File: config.mk
export PLATFORM = sky130hd
export DESIGN_NAME = dct_prod_accum
export DESIGN_NICKNAME = d
export VERILOG_FILES = /design/src/rtl/dct_prod_accum.sv
export SDC_FILE = /design/constraint.sdc
export NUM_CORES = 1
export LEC_CHECK = 0
export CAP_MARGIN = 20
export CELL_PAD_IN_SITES_DETAIL_PLACEMENT = 1
export CELL_PAD_IN_SITES_GLOBAL_PLACEMENT = 2
export CORE_UTILIZATION = 35
export CTS_CLUSTER_DIAMETER = 200
export DETAILED_ROUTE_END_ITERATION = 8
export PLACE_DENSITY_LB_ADDON = 0.12
export SYNTH_ARGS = -nofsm -noshare
export SYNTH_HDL_FRONTEND = slang
export SYNTH_SLANG_ARGS = --single-unit
export TNS_END_PERCENT = 5
File: constraint.sdc
create_clock -name clk -period 5.38 [get_ports clk]
set_clock_uncertainty 0.15 [all_clocks]
set_input_delay 0.538 -clock clk [delete_from_list [all_inputs] [get_ports clk]]
set_output_delay 0.538 -clock clk [all_outputs]
set_load 0.05 [all_outputs]
File: src/rtl/dct_prod_accum.sv
// dct_prod_accum: reads one block of 16 signed products from an upstream FIFO,
// sums them four at a time and emits four rounded, saturated coefficients.
// Each group sum gets a round-half-up rescale and a clamp to OUT_W bits.
// A sticky flag records whether any coefficient of the block was clamped.
module dct_prod_accum #(
    parameter int PROD_W = 36,
    parameter int OUT_W  = 22,
    parameter int SHIFT  = 14
) (
    input  logic                     clk,
    input  logic                     rst,
    input  logic                     start,
    output logic                     rd_en,
    input  logic signed [PROD_W-1:0] prod_in,
    output logic                     out_valid,
    output logic signed [OUT_W-1:0]  out_data,
    output logic [1:0]               out_idx,
    output logic                     block_done,
    output logic                     busy,
    output logic                     sat_flag
);

    // The accumulator is two bits wider than a product so four products cannot overflow.
    localparam int ACC_W = PROD_W + 2;
    // One more bit so that adding the rounding constant cannot overflow.
    localparam int SUM_W = PROD_W + 3;

    localparam logic [4:0] RD_LAST = 5'd15;

    // Clamp limits, written out to the rescaled width for signed comparison.
    localparam logic [OUT_W-1:0] OUT_MAX = {1'b0, {(OUT_W-1){1'b1}}};
    localparam logic [OUT_W-1:0] OUT_MIN = {1'b1, {(OUT_W-1){1'b0}}};
    localparam logic signed [SUM_W-1:0] LIM_HI = {{(SUM_W-OUT_W){1'b0}}, OUT_MAX};
    localparam logic signed [SUM_W-1:0] LIM_LO = {{(SUM_W-OUT_W){1'b1}}, OUT_MIN};
    localparam logic signed [SUM_W-1:0] ROUND_C = SUM_W'(1) <<< (SHIFT-1);

    typedef enum logic [1:0] {
        IDLE  = 2'd0,
        READ  = 2'd1,
        DRAIN = 2'd2
    } state_t;

    // ------------------------------------------------------------------
    // Control state
    // ------------------------------------------------------------------
    state_t     state_reg, state_next;
    logic [4:0] rd_cnt_reg, rd_cnt_next;
    logic       drain_cnt_reg, drain_cnt_next;
    logic       rd_en_reg, rd_en_next;
    logic       start_accept;

    // ------------------------------------------------------------------
    // Datapath state
    // ------------------------------------------------------------------
    logic                     cap_en_reg;
    logic [3:0]               cap_cnt_reg;
    logic signed [ACC_W-1:0]  acc_reg;
    logic                     out_valid_reg;
    logic signed [OUT_W-1:0]  out_data_reg;
    logic [1:0]               out_idx_reg;
    logic                     block_done_reg;
    logic                     sat_flag_reg;

    // Combinational datapath terms
    logic [1:0]               cap_phase;
    logic [1:0]               cap_group;
    logic                     group_done;
    logic signed [ACC_W-1:0]  prod_ext;
    logic signed [ACC_W-1:0]  acc_sum;
    logic signed [SUM_W-1:0]  sum_ext;
    logic signed [SUM_W-1:0]  rounded;
    logic signed [SUM_W-1:0]  shifted;
    logic                     sat_hi;
    logic                     sat_lo;
    logic signed [OUT_W-1:0]  coef;

    // A start is only honoured from IDLE; starts seen while busy have no effect.
    assign start_accept = (state_reg == IDLE) && start;

    // State register and control counters; reset aborts any block in flight.
    always_ff @(posedge clk or posedge rst) begin
        if (rst) begin
            state_reg     <= IDLE;
            rd_cnt_reg    <= 5'd0;
            drain_cnt_reg <= 1'b0;
            rd_en_reg     <= 1'b0;
        end else begin
            state_reg     <= state_next;
            rd_cnt_reg    <= rd_cnt_next;
            drain_cnt_reg <= drain_cnt_next;
            rd_en_reg     <= rd_en_next;
        end
    end

    // Next-state logic; rd_en is registered so it is decided one cycle ahead.
    always_comb begin
        state_next     = state_reg;
        rd_cnt_next    = rd_cnt_reg;
        drain_cnt_next = drain_cnt_reg;
        rd_en_next     = 1'b0;
        case (state_reg)
            IDLE: begin
                if (start) begin
                    state_next  = READ;
                    rd_cnt_next = 5'd0;
                    rd_en_next  = 1'b1;
                end
            end
            READ: begin
                if (rd_en_reg) begin
                    rd_cnt_next = rd_cnt_reg + 5'd1;
                end
                if (rd_en_reg && (rd_cnt_reg == RD_LAST)) begin
                    // Sixteenth strobe is on the bus now: stop reading.
                    state_next     = DRAIN;
                    drain_cnt_next = 1'b0;
                end else begin
                    rd_en_next = 1'b1;
                end
            end
            DRAIN: begin
                // Two cycles cover the final capture and the final coefficient.
                drain_cnt_next = drain_cnt_reg + 1'b1;
                if (drain_cnt_reg) begin
                    state_next = IDLE;
                end
            end
            default: begin
                state_next = IDLE;
            end
        endcase
    end

    assign rd_en = rd_en_reg;
    assign busy  = (state_reg != IDLE);

    // ------------------------------------------------------------------
    // Accumulate and rescale
    // ------------------------------------------------------------------
    assign cap_phase  = cap_cnt_reg[1:0];
    assign cap_group  = cap_cnt_reg[3:2];
    assign group_done = cap_en_reg && (cap_phase == 2'd3);

    assign prod_ext = {{(ACC_W-PROD_W){prod_in[PROD_W-1]}}, prod_in};

    // The first product of each group restarts the sum instead of adding to it.
    assign acc_sum = (cap_phase == 2'd0) ? prod_ext : (acc_reg + prod_ext);

    // Round half up: add half an LSB of the output scale, then floor-shift.
    assign sum_ext = {acc_sum[ACC_W-1], acc_sum};
    assign rounded = sum_ext + ROUND_C;
    assign shifted = rounded >>> SHIFT;

    assign sat_hi = (shifted > LIM_HI);
    assign sat_lo = (shifted < LIM_LO);

    // Clamp to the signed OUT_W range.
    always_comb begin
        coef = shifted[OUT_W-1:0];
        if (sat_hi) begin
            coef = OUT_MAX;
        end else if (sat_lo) begin
            coef = OUT_MIN;
        end
    end

    // Capture strobe trails rd_en by one cycle to match the FIFO read latency.
    always_ff @(posedge clk or posedge rst) begin
        if (rst) begin
            cap_en_reg  <= 1'b0;
            cap_cnt_reg <= 4'd0;
            acc_reg     <= '0;
        end else begin
            cap_en_reg <= rd_en_reg;
            if (start_accept) begin
                cap_cnt_reg <= 4'd0;
                acc_reg     <= '0;
            end else if (cap_en_reg) begin
                cap_cnt_reg <= cap_cnt_reg + 4'd1;
                acc_reg     <= acc_sum;
            end
        end
    end

    // Output register: the coefficient is presented the cycle after its fourth capture.
    always_ff @(posedge clk or posedge rst) begin
        if (rst) begin
            out_valid_reg  <= 1'b0;
            out_data_reg   <= '0;
            out_idx_reg    <= 2'd0;
            block_done_reg <= 1'b0;
        end else begin
            out_valid_reg  <= group_done;
            block_done_reg <= group_done && (cap_group == 2'd3);
            if (group_done) begin
                out_data_reg <= coef;
                out_idx_reg  <= cap_group;
            end
        end
    end

    // Sticky saturation flag, cleared only when a new block is accepted.
    always_ff @(posedge clk or posedge rst) begin
        if (rst) begin
            sat_flag_reg <= 1'b0;
        end else if (start_accept) begin
            sat_flag_reg <= 1'b0;
        end else if (group_done && (sat_hi || sat_lo)) begin
            sat_flag_reg <= 1'b1;
        end
    end

    assign out_valid  = out_valid_reg;
    assign out_data   = out_data_reg;
    assign out_idx    = out_idx_reg;
    assign block_done = block_done_reg;
    assign sat_flag   = sat_flag_reg;

endmodule

Word-level counts from Yosys, hierarchy flattened
Cells that the tools add are included.
{ "word_totals": {"regBits": 79, "inputBits": 39, "out_inout_bits": 29, "word_cells": 65} }
{ "classes": {"addsub": 5, "magnitude_cmp": 2, "eq_ne": 9, "muxes": 21, "n_reduce_logical": 16} }
{ "ops": {"columns": ["cell", "count"], "rows": [
  ["two-way mux 38 bit", 3],
  ["two-way mux 22 bit", 2],
  ["adder 38 x 15 -> 39 bit (second input constant)", 1],
  ["adder 38 x 36 -> 38 bit", 1],
  ["greater-than comparator 25 x 22 -> 1 bit (second input constant)", 1],
  ["less-than comparator 25 x 22 -> 1 bit (second input constant)", 1],
  ["two-way mux 5 bit", 2],
  ["case mux 5 bit (2 select lines)", 1],
  ["nonzero test 2 bit", 5],
  ["two-way mux 4 bit", 2],
  ["!= test 2 bit (second input constant)", 4],
  ["equality test 2 bit (second input constant)", 3],
  ["two-way mux 2 bit", 3],
  ["case mux 2 bit (3 select lines)", 1],
  ["AND reduction 3 bit", 2],
  ["adder 5 x 1 -> 5 bit (second input constant)", 1],
  ["equality test 5 x 4 -> 1 bit (second input constant)", 1],
  ["logical AND 1 bit", 5],
  ["two-way mux 1 bit", 5],
  ["adder 4 x 1 -> 4 bit (second input constant)", 1],
  ["zero test 2 bit", 2],
  ["case mux 1 bit (2 select lines)", 2],
  ["equality test 2 x 1 -> 1 bit (second input constant)", 1],
  ["AND reduction 2 bit", 1],
  ["other kinds (2)", 2]
]} }

Logic depth before layout (Yosys ltp)
Gate-level depths: netlist (run 1).
{ "depth": {"ltp_word": 8, "depth_mapped": 20, "depth_no_buf": 17} }

Least setup slack after synthesis (run 1)
Ideal clock, no wire load.
{ "synth_timing": {"kind": "input-to-reg", "from": "in prod_in[0]", "to": "reg out_data_reg[14], in the netlist out_data[14]", "setup_time_ps": 73, "arrival_ps": 4442, "t_required_ps": 5157, "slack_ps": 715, "cell_stages": 19, "n_path_buf": 2, "path_cell_list": "ha_1 fa_1 a21o_1 and4_1 o21ai_1 a21boi_0 o31ai_2 ha_1 nand2_1 nor2_1 a41oi_1 or4b_1 clkbuf_1 or3_4 a21boi_2 a2bb2oi_2 buf_4 o221ai_2 a21oi_2"} }
{ "synth_between": {"elab_chain_len": 6, "word_cells_on_any_way": 7} }
{ "synth_rtl": {"columns": ["element", "line_no", "source"], "rows": [
  ["start, declared", "14", "input logic signed [PROD_W-1:0] prod_in,"],
  ["adder 38 x 36 -> 38 bit", "147", "assign acc_sum = (cap_phase == 2'd0) ? prod_ext : (acc_reg + prod_ext);"],
  ["two-way mux 38 bit (*)", "147", null],
  ["adder 38 x 15 -> 39 bit (*)", "151", "assign rounded = sum_ext + ROUND_C;"],
  ["less-than comparator 25 x 22 -> 1 bit", "155", "assign sat_lo = (shifted < LIM_LO);"],
  ["two-way mux 22 bit", "162", "end else if (sat_lo) begin"],
  ["two-way mux 22 bit (*)", "160", "if (sat_hi) begin"],
  ["end signal, assigned", "196", "out_data_reg <= coef;"],
  ["end, declared", "59", "logic signed [OUT_W-1:0] out_data_reg;"]
]} }
Every way passes the cells marked *; elsewhere a longest branch is shown, timed or not.
A chain may end at the register's enable or synchronous reset.

Worst setup path in the final report (run 1)
{ "layout_timing": {"from": "in prod_in[0]", "to": "reg out_data_reg[0], in the netlist out_data[0]"} }
Same word-level chain as after synthesis.

==> results of run 1 <==
cell usage after synthesis, drive strengths merged, types with 3 or more instances:
master / count
nor2b: 7
a2111o: 3
o22ai: 3
or3: 4
or2: 4
o221ai: 4
nand4: 24
a311oi: 7
nor2: 127
nor4: 4
inv: 21
mux2: 4
o21a: 5
dfrtp: 79
o211ai: 16
nor3: 18
buf: 26
a21boi: 6
a21o: 11
o31ai: 4
xnor2: 30
nand2b: 6
xor2: 17
a31oi: 7
ha: 42
and3: 10
o21ai: 71
nand2: 100
a22o: 3
nand3: 15
a221oi: 3
mux2i: 16
o21bai: 4
and2: 4
a211oi: 23
and4: 5
a21oi: 84
clkbuf: 24
metal layers:
metal / vias up / global-route usage (%) / wire length [µm]
li1: 3358 / - / -
met1: 3464 / 38.9 / 13200
met2: 131 / 38.6 / 10400
met3: 19 / 2.99 / 766
met4: 0 / 5.32 / 259
met5: - / 0 / 0
cell type report:
cell class              count  area, µm²  area share [%]
clock buffers               9        225            2.68
clock inverters             7       86.3            1.03
inverters                  22       83.8           0.998
well taps                 260        325            3.87
multi-input cells         726       4630            55.0
flip-flops and latches     79       1980            23.5
repair buffers            117       1080            12.8
logic make-up after synthesis:
logic type | Yosys count
buf+inv | 72
flops | 79
mux | 20
simple gates | 335
compound gates | 281
fa+ha+maj | 43
xor+xnor | 47
worst reg2reg max path, cell delays in order, from the launching register on:
cell,delay [ps]
dfrtp_1,390
ha_1,240
fa_1,440
a21o_1,220
and4_1,220
o21ai_1,190
a21boi_0,150
o31ai_2,310
ha_1,260
nand2_1,60
nor2_1,90
a41oi_1,70
or4b_4,600
or3_4,440
a21boi_2,150
a2bb2oi_2,190
buf_4,230
nor3_1,70
a211oi_1,240
repair_timing:
action / 4_1_cts / 5_1_grt
setup endpoints to repair: 0 / 13
buffers inserted: 0 / 0
endpoints found under the hold margin: 0 / 0
gates resized for setup: 0 / 2
worst max path at each step:
stage | from | to | slack, ps | cells past startpoint
2_1_floorplan | prod_in[0] | out_data[14] | 710 | 19
3_3_place_gp | prod_in[0] | out_data[0] | 110 | 19
3_5_place_dp | prod_in[0] | out_data[2] | -40 | 19
4_1_cts | prod_in[0] | out_data[0] | 280 | 19
5_1_grt | prod_in[0] | out_data[0] | 40 | 19
6_report | prod_in[0] | out_data[0] | 330 | 19
through the flow:
step	hold slack (ps)	area, µm²	util, %
after floorplan	316	6890	-
after global placement	314	8050	42.3
after detailed placement	321	8080	42.5
after CTS	351	8390	44.1
after global routing	388	8400	44.2
final	349	8400	44.2
==> metrics, run 1 <==
die area=20,200 µm²; layout cells sized above 1=10.9%; Reg2Reg Depth=18; first-pass GRT wire length=40,300 µm; Final WS setup=335 ps; RSZ-0062 raised after global routing=no; CTS sink cnt=79; Async SR Flop Fraction=100%; IO buf count=67; global-route usage over all layers=25.6%; slew margin rel.=48.3%; Fmax achieved=0.198 GHz; pre-CTS WS=-44.1 ps; HP Class=reg -> reg; mux cell area share after synthesis=3.03%; Placer Congestion=0.895; die width=142 µm; total clock buffers created by CTS=9; Finished Layout Cells=1,220; CP startpoint kind=input port; H-tree levels=3; RR Endpoint=out_data[0]; HP Start=out_idx[1]; Die H=142 µm; Antenna Violating Nets Remaining=0; WP data required=5490 ps; drt first-iter violations=507; Finish-stage setup viols=0; Compound-Gate Fraction of Synth Area=27.0%; run status=completed; Tcrit/Tclk final=93.8%; CTS Hold Bufs=0; slowest cell on the critical path=or4b_4; Top-Level Pins=68; main combinational cell family by area after synthesis=compound AO/OA/AOI/OAI gates; wire length per cell=20.2 µm; top_reg_cell synth=dfrtp_1; Setup TNS Final=0 ps; minimum clock period=5050 ps; CTS tree=done; Final Max Slew Viols=0; CP peak stage delay=600 ps; Hold Crit Endpoint=out_idx[1]; fraction of the mapped netlist area in adder cells=7.92%; Post-Synth Simple-Gate Area=22.9%; most frequent cells in the layout=nor2_1, nand2_1, a21oi_1, dfrtp_1, clkdlybuf4s50_1; clock edge transition at the registers on the reported setup and hold paths=70 ps; register area share after synthesis=28.7%; dpl hpwl=19,000 µm; CP cell instances=clkdlybuf4s50_1 -> ha_1 -> fa_1 -> a21o_1 -> and4_1 -> o21ai_1 -> a21boi_0 -> o31ai_2 -> ha_1 -> nand2_1 -> nor2_1 -> a41oi_1 -> or4b_4 -> or3_4 -> a21boi_2 -> a2bb2oi_2 -> buf_4 -> nor3_1 -> a211oi_1; nets@finish=1,037; initial antenna violation count=0; worst hold stages=2; routed vias=6,972; vias in the first global route=7,305; critical path class=in -> reg; synth unique cells=86; largest net degree at the start of global routing=69; CP max FO=16; Synth Warn #=0; grt total ovfl=0; FP Rows=50; Yosys top cell area share=28.7%; final WL=24,600 µm; Post-synth EDFFs=0; Area growth syn-to-layout=22.0%; Placed Cells=1,204; arrival time at the worst endpoint=5160 ps; Root Driver=clkbuf_16; cell accounting for the most synthesized area=dfrtp_1; CP Capture Type=register; post-synthesis xor/xnor area fraction=5.98%; worst-margin pin slew=776 ps; vias per cell=5.71; Initial Utilization=36.2%; Fillers=2,324; clk_lat worst skew=350 ps; count of final hold-check violations=0; max reg flops=38; #FFs+latches synth=79; most frequent CP cell=ha_1; Netlist Area Pre-Place=6890 µm²; DRC=0; Area contributors post-synth=dfrtp_1, ha_1, nor2_1, a21oi_1, nand2_1; Reg-to-Reg Start=acc_reg[0]; core footprint=19,000 µm²; DRT Pass-1 Iters=4; family with the most delay on the worst path=compound AO/OA/AOI/OAI gates; Synthesized Nets=959; Syn Area/Cell=7.85 µm²; r2r setup slk=580 ps; Clock Tree Buf Depth=2; n_diodes=0; Syn Inst Count=877; CP Buf/Inv Count=2; maxcap violations=0; most common cell after layout, fill and taps aside=nor2_1
Power of run 1 is left out: the tool's default activity adds up to more than one toggle a clock period on the data nets, which glitch-free logic cannot reach.
==> inputs of run 2 (changes only) <==
--- a/config.mk
+++ b/config.mk
@@ -9,8 +9,9 @@
 export CELL_PAD_IN_SITES_DETAIL_PLACEMENT = 1
 export CELL_PAD_IN_SITES_GLOBAL_PLACEMENT = 2
 export CORE_UTILIZATION = 35
-export CTS_CLUSTER_DIAMETER = 200
+export CTS_CLUSTER_DIAMETER = 50
 export DETAILED_ROUTE_END_ITERATION = 8
+export GPL_TIMING_DRIVEN = 0
 export PLACE_DENSITY_LB_ADDON = 0.12
 export SYNTH_ARGS = -nofsm -noshare
 export SYNTH_HDL_FRONTEND = slang
==> metrics, run 2 (same netlist as run 1, synthesis figures left out) <==
most common cell after layout, fill and taps aside=nor2_1 (unchanged); routed vias=7,158 (was 6,972); DRC=0 (unchanged); total clock buffers created by CTS=9 (unchanged); Hold Crit Endpoint=out_idx[0] (was out_idx[1]); worst hold stages=2 (unchanged); arrival time at the worst endpoint=5340 ps (was 5160 ps); Antenna Violating Nets Remaining=0 (unchanged); die area=20,200 µm² (unchanged); Root Driver=clkbuf_16 (unchanged); Area growth syn-to-layout=21.5% (was 22.0%); Die H=142 µm (unchanged); slew margin rel.=35.0% (was 48.3%); WP data required=5500 ps (was 5490 ps); Fmax achieved=0.191 GHz (was 0.198 GHz); DRT Pass-1 Iters=5 (was 4); worst-margin pin slew=975 ps (was 776 ps); H-tree levels=3 (unchanged); IO buf count=67 (unchanged); Final WS setup=155 ps (was 335 ps); Fillers=2,351 (was 2,324); Placer Congestion=0.936 (was 0.895); grt total ovfl=0 (unchanged); Top-Level Pins=68 (unchanged); layout cells sized above 1=9.71% (was 10.9%); nets@finish=1,045 (was 1,037); core footprint=19,000 µm² (unchanged); die width=142 µm (unchanged); Final Max Slew Viols=0 (unchanged); r2r setup slk=410 ps (was 580 ps); critical path class=in -> reg (unchanged); clock edge transition at the registers on the reported setup and hold paths=60 ps (was 70 ps); FP Rows=50 (unchanged); wire length per cell=21.6 µm (was 20.2 µm); Post-DP Area=7910 µm² (was 8080 µm²); Finish-stage setup viols=0 (unchanged); dpl hpwl=20,700 µm (was 19,000 µm); CTS sink cnt=79 (unchanged); Final Util=44.0% (was 44.2%); CP Capture Type=register (unchanged); CP startpoint kind=input port (unchanged); run status=completed (unchanged); max reg flops=38 (unchanged); Fin Hold WS=346 ps (was 349 ps); n_diodes=0 (unchanged); HP Class=reg -> reg (unchanged); final WL=26,500 µm (was 24,600 µm); RR Endpoint=out_data[3] (was out_data[0]); CTS Hold Bufs=0 (unchanged); HP Start=out_idx[0] (was out_idx[1]); most frequent cells in the layout=nor2_1, nand2_1, a21oi_1, dfrtp_1, clkdlybuf4s50_1 (unchanged); vias in the first global route=7,357 (was 7,305); Clock Tree Buf Depth=2 (unchanged); Tcrit/Tclk final=97.1% (was 93.8%); drt first-iter violations=437 (was 507); Design Area, Final=8370 µm² (was 8400 µm²); Reg-to-Reg Start=cap_cnt_reg[0] (was acc_reg[0]); clk_lat worst skew=350 ps (about the same); pre-CTS WS=-898 ps (was -44.1 ps); vias per cell=5.83 (was 5.71); CP max FO=10 (was 16); largest net degree at the start of global routing=50 (was 69); initial antenna violation count=1 (was 0); maxcap violations=0 (unchanged); Initial Utilization=36.2% (unchanged); count of final hold-check violations=0 (unchanged); Reg2Reg Depth=17 (was 18); CTS tree=done (unchanged); minimum clock period=5230 ps (was 5050 ps); first-pass GRT wire length=41,700 µm (was 40,300 µm); global-route usage over all layers=27.1% (was 25.6%)
-- run 2: metal layers --
| metal | track usage [%] | routed length [µm] | vias to the layer above |
|---|---|---|---|
| li1 | - | - | 3385 |
| met1 | 38.8 | 12900 | 3556 |
| met2 | 42.8 | 11800 | 191 |
| met3 | 3.57 | 1380 | 24 |
| met4 | 6.45 | 391 | 2 |
| met5 | 0 | 12 | - |
-- run 2: how the worst max path moves through the flow --
stage | startpoint | endpoint | slack (ps) | cells after the start
detailed placement | prod_in[0] | out_data[15] | -900 | 18
global placement | prod_in[0] | out_data[19] | -800 | 18
CTS | prod_in[0] | out_data[14] | 2 | 19
floorplan | prod_in[0] | out_data[14] | 710 | 19
global route | prod_in[0] | out_data[3] | -4 | 20
finish | prod_in[0] | out_data[3] | 150 | 18
-- run 2: stage by stage --
step	setup TNS [ps]	instances
after detailed placement	-19390	1205
after global routing	-4.34	1228
after global placement	-17180	1204
after floorplan	0	877
final	0	1228
after CTS	0	1223
-- run 2: critical path: stages --
cell,delay [ps]
clkdlybuf4s50_1,440
ha_1,280
fa_2,410
a21o_1,220
and4_1,250
o21ai_4,210
a21boi_1,150
o31ai_4,300
buf_4,190
ha_4,150
a41oi_1,270
or4b_4,630
or3_4,430
a21boi_2,190
a2bb2oi_4,200
buf_4,190
o21ai_0,110
a21oi_1,170
-- run 2: cell type report --
type	instances	area, µm²	share of cell area, %
Clock buffer	10	239	2.86
Tap cell	260	325	3.89
Clock inverter	6	66.3	0.792
Multi-Input combinational cell	726	4700	56.1
Buffer	49	219	2.62
Timing Repair Buffer	76	758	9.06
Inverter	22	85.1	1.02
Sequential cell	79	1980	23.6
-- run 2: what timing repair did --
item	CTS	global route
setup buffers	3	5
pin swaps	1	4
resized for setup	7	11
endpoints found under the setup margin	22	23
Power of run 2 is left out for the same reason.
==> inputs of run 3 (changes only) <==
--- a/config.mk
+++ b/config.mk
@@ -8,11 +8,13 @@
 export CAP_MARGIN = 20
 export CELL_PAD_IN_SITES_DETAIL_PLACEMENT = 1
 export CELL_PAD_IN_SITES_GLOBAL_PLACEMENT = 2
+export CORE_MARGIN = 3
 export CORE_UTILIZATION = 35
 export CTS_CLUSTER_DIAMETER = 50
 export DETAILED_ROUTE_END_ITERATION = 8
 export GPL_TIMING_DRIVEN = 0
 export PLACE_DENSITY_LB_ADDON = 0.12
+export SETUP_SLACK_MARGIN = 0.1
 export SYNTH_ARGS = -nofsm -noshare
 export SYNTH_HDL_FRONTEND = slang
 export SYNTH_SLANG_ARGS = --single-unit
==> metrics, run 3 (same netlist as run 1, synthesis figures left out) <==
Initial Utilization=36.2% (unchanged); die width=146 µm (was 142 µm); WL met1=13,100 µm (was 12,900 µm); wire length per cell=21.8 µm (was 21.6 µm); maxcap violations=0 (unchanged); most common cell after layout, fill and taps aside=nor2_1 (unchanged); Fmax achieved=0.193 GHz (was 0.191 GHz); Finish-stage setup viols=0 (unchanged); RSZ-0062 raised after global routing=yes; run status=completed (unchanged); layout cells sized above 1=10.6% (was 9.71%); CTS tree=done (unchanged); most frequent CP cell=buf_4 (unchanged); grt total ovfl=0 (unchanged); CP max FO=10 (unchanged); worst-margin pin slew=996 ps (was 975 ps); H-tree levels=3 (unchanged); Clock Tree Buf Depth=2 (unchanged); DRC=0 (unchanged); Reg2Reg Depth=21 (was 17); Top Layer Used=met4 (was met5); initial antenna violation count=0 (was 1); Placer Congestion=0.896 (was 0.936); Antenna Violating Nets Remaining=0 (unchanged); vias per cell=5.84 (was 5.83); CP peak stage delay=610 ps (was 630 ps); HP Class=reg -> reg (unchanged); clk_lat worst skew=360 ps (was 350 ps); Fin Hold WS=344 ps (was 346 ps); die area=21,400 µm² (was 20,200 µm²); total clock buffers created by CTS=9 (unchanged); WL met2=12,000 µm (was 11,800 µm); vias in the first global route=7,416 (was 7,357); routed vias=7,202 (was 7,158); Tcrit/Tclk final=96.2% (was 97.1%); core footprint=19,000 µm² (unchanged); Final Max Slew Viols=0 (unchanged); largest net degree at the start of global routing=59 (was 50); Area growth syn-to-layout=22.6% (was 21.5%); worst hold stages=2 (unchanged); count of final hold-check violations=0 (unchanged); Root Driver=clkbuf_16 (unchanged); Final Util=44.4% (was 44.0%); Finished Layout Cells=1,233 (was 1,228); pre-CTS WS=-946 ps (was -898 ps); Die H=146 µm (was 142 µm); IO buf count=67 (unchanged); slowest cell on the critical path=or4b_1 (was or4b_4); FP Rows=50 (unchanged); CP startpoint kind=input port (unchanged); CP cell instances=clkdlybuf4s50_1 -> ha_2 -> fa_2 -> a21o_1 -> nand4_1 -> a21boi_4 -> nor3_1 -> o31ai_4 -> buf_4 -> ha_4 -> nand2_1 -> nor2_1 -> a41oi_1 -> or4b_1 -> clkbuf_2 -> nor3_4 -> buf_4 -> o2bb2ai_1 -> a2bb2oi_4 -> buf_6 -> o21ai_0 -> a21oi_1 (was clkdlybuf4s50_1 -> ha_1 -> fa_2 -> a21o_1 -> and4_1 -> o21ai_4 -> a21boi_1 -> o31ai_4 -> buf_4 -> ha_4 -> a41oi_1 -> or4b_4 -> or3_4 -> a21boi_2 -> a2bb2oi_4 -> buf_4 -> o21ai_0 -> a21oi_1); slew margin rel.=33.6% (was 35.0%); critical path class=in -> reg (unchanged); arrival time at the worst endpoint=5260 ps (was 5340 ps); WP data required=5460 ps (was 5500 ps); CP Capture Type=register (unchanged); global-route usage over all layers=24.9% (was 27.1%); nets@finish=1,050 (was 1,045); n_diodes=0 (unchanged); CTS sink cnt=79 (unchanged); CTS Hold Bufs=0 (unchanged); DRT Pass-1 Iters=5 (unchanged); Final WS setup=203 ps (was 155 ps); final WL=26,900 µm (was 26,500 µm); minimum clock period=5180 ps (was 5230 ps); first-pass GRT wire length=42,200 µm (was 41,700 µm); met3 wire len=1140 µm (was 1380 µm); clock edge transition at the registers on the reported setup and hold paths=70 ps (was 60 ps); max reg flops=38 (unchanged); drt first-iter violations=663 (was 437); dpl hpwl=20,800 µm (was 20,700 µm); most frequent cells in the layout=nor2_1, nand2_1, dfrtp_1, a21oi_1, clkdlybuf4s50_1 (was nor2_1, nand2_1, a21oi_1, dfrtp_1, clkdlybuf4s50_1); Placed Cells=1,205 (unchanged); Top-Level Pins=68 (unchanged)
-- run 3: changes by cell type in the layout (fill, tap and decap cells not counted), moves of 2 or more --
cell      previous run  this run
clkbuf_4             0         3
buf_6                0         2
clkinv_2             2         0
buf_2               20        18
buf_4               10        12
a21oi_2              5         8
o21ai_0             48        46
a21oi_1             79        76
-- run 3: worst max-delay path, delay by kind of cell --
kind / cells / cell delay [ps]
simple gates: 6 / 1460
compound gates: 8 / 1370
buf+inv: 5 / 1210
fa+ha+maj: 3 / 660
-- run 3: path summary, 6_finish.rpt --
kind | endpoint | start | slack [ps]
max in group asynchronous | acc_reg[32] | rst | 4100
hold / removal | out_idx[1] | out_idx[1] | 340
setup reg to reg | out_data[3] | cap_cnt_reg[0] | 470
min in group asynchronous | rd_cnt_reg[4] | rst | 360
hold reg to reg | out_idx[1] | out_idx[1] | 340
setup / recovery | out_data[3] | prod_in[0] | 200
-- run 3: what timing repair did --
action,in CTS,in global routing
setup buffers,2,10
gates resized for setup,14,17
setup endpoints to repair,22,23
endpoints found under the hold margin,0,0
pin swaps,4,9
-- run 3: per-stage QoR --
step | TNS [ps] | cell area (µm²)
3_3_place_gp | -17000 | 7880
4_1_cts | 0 | 8310
6_report | 0 | 8440
2_1_floorplan | 0 | 6890
3_5_place_dp | -20300 | 7910
5_1_grt | 0 | 8440
-- run 3: per-layer routing --
layer | GRT usage (%) | vias to the layer above
met5 | 0 | -
met4 | 7.81 | 0
met3 | 3.10 | 37
met2 | 38.7 | 181
met1 | 36.0 | 3604
li1 | - | 3380
-- run 3: layout make-up --
type                            instances  area, µm²
Fill cell                            2354      10600
Multi-Input combinational cell        726       4710
Sequential cell                        79       1980
Timing Repair Buffer                   80        788
Tap cell                              260        325
Buffer                                 50        240
Clock buffer                           10        239
Inverter                               22       85.1
Clock inverter                          6       75.1
Power of run 3 is left out for the same reason.
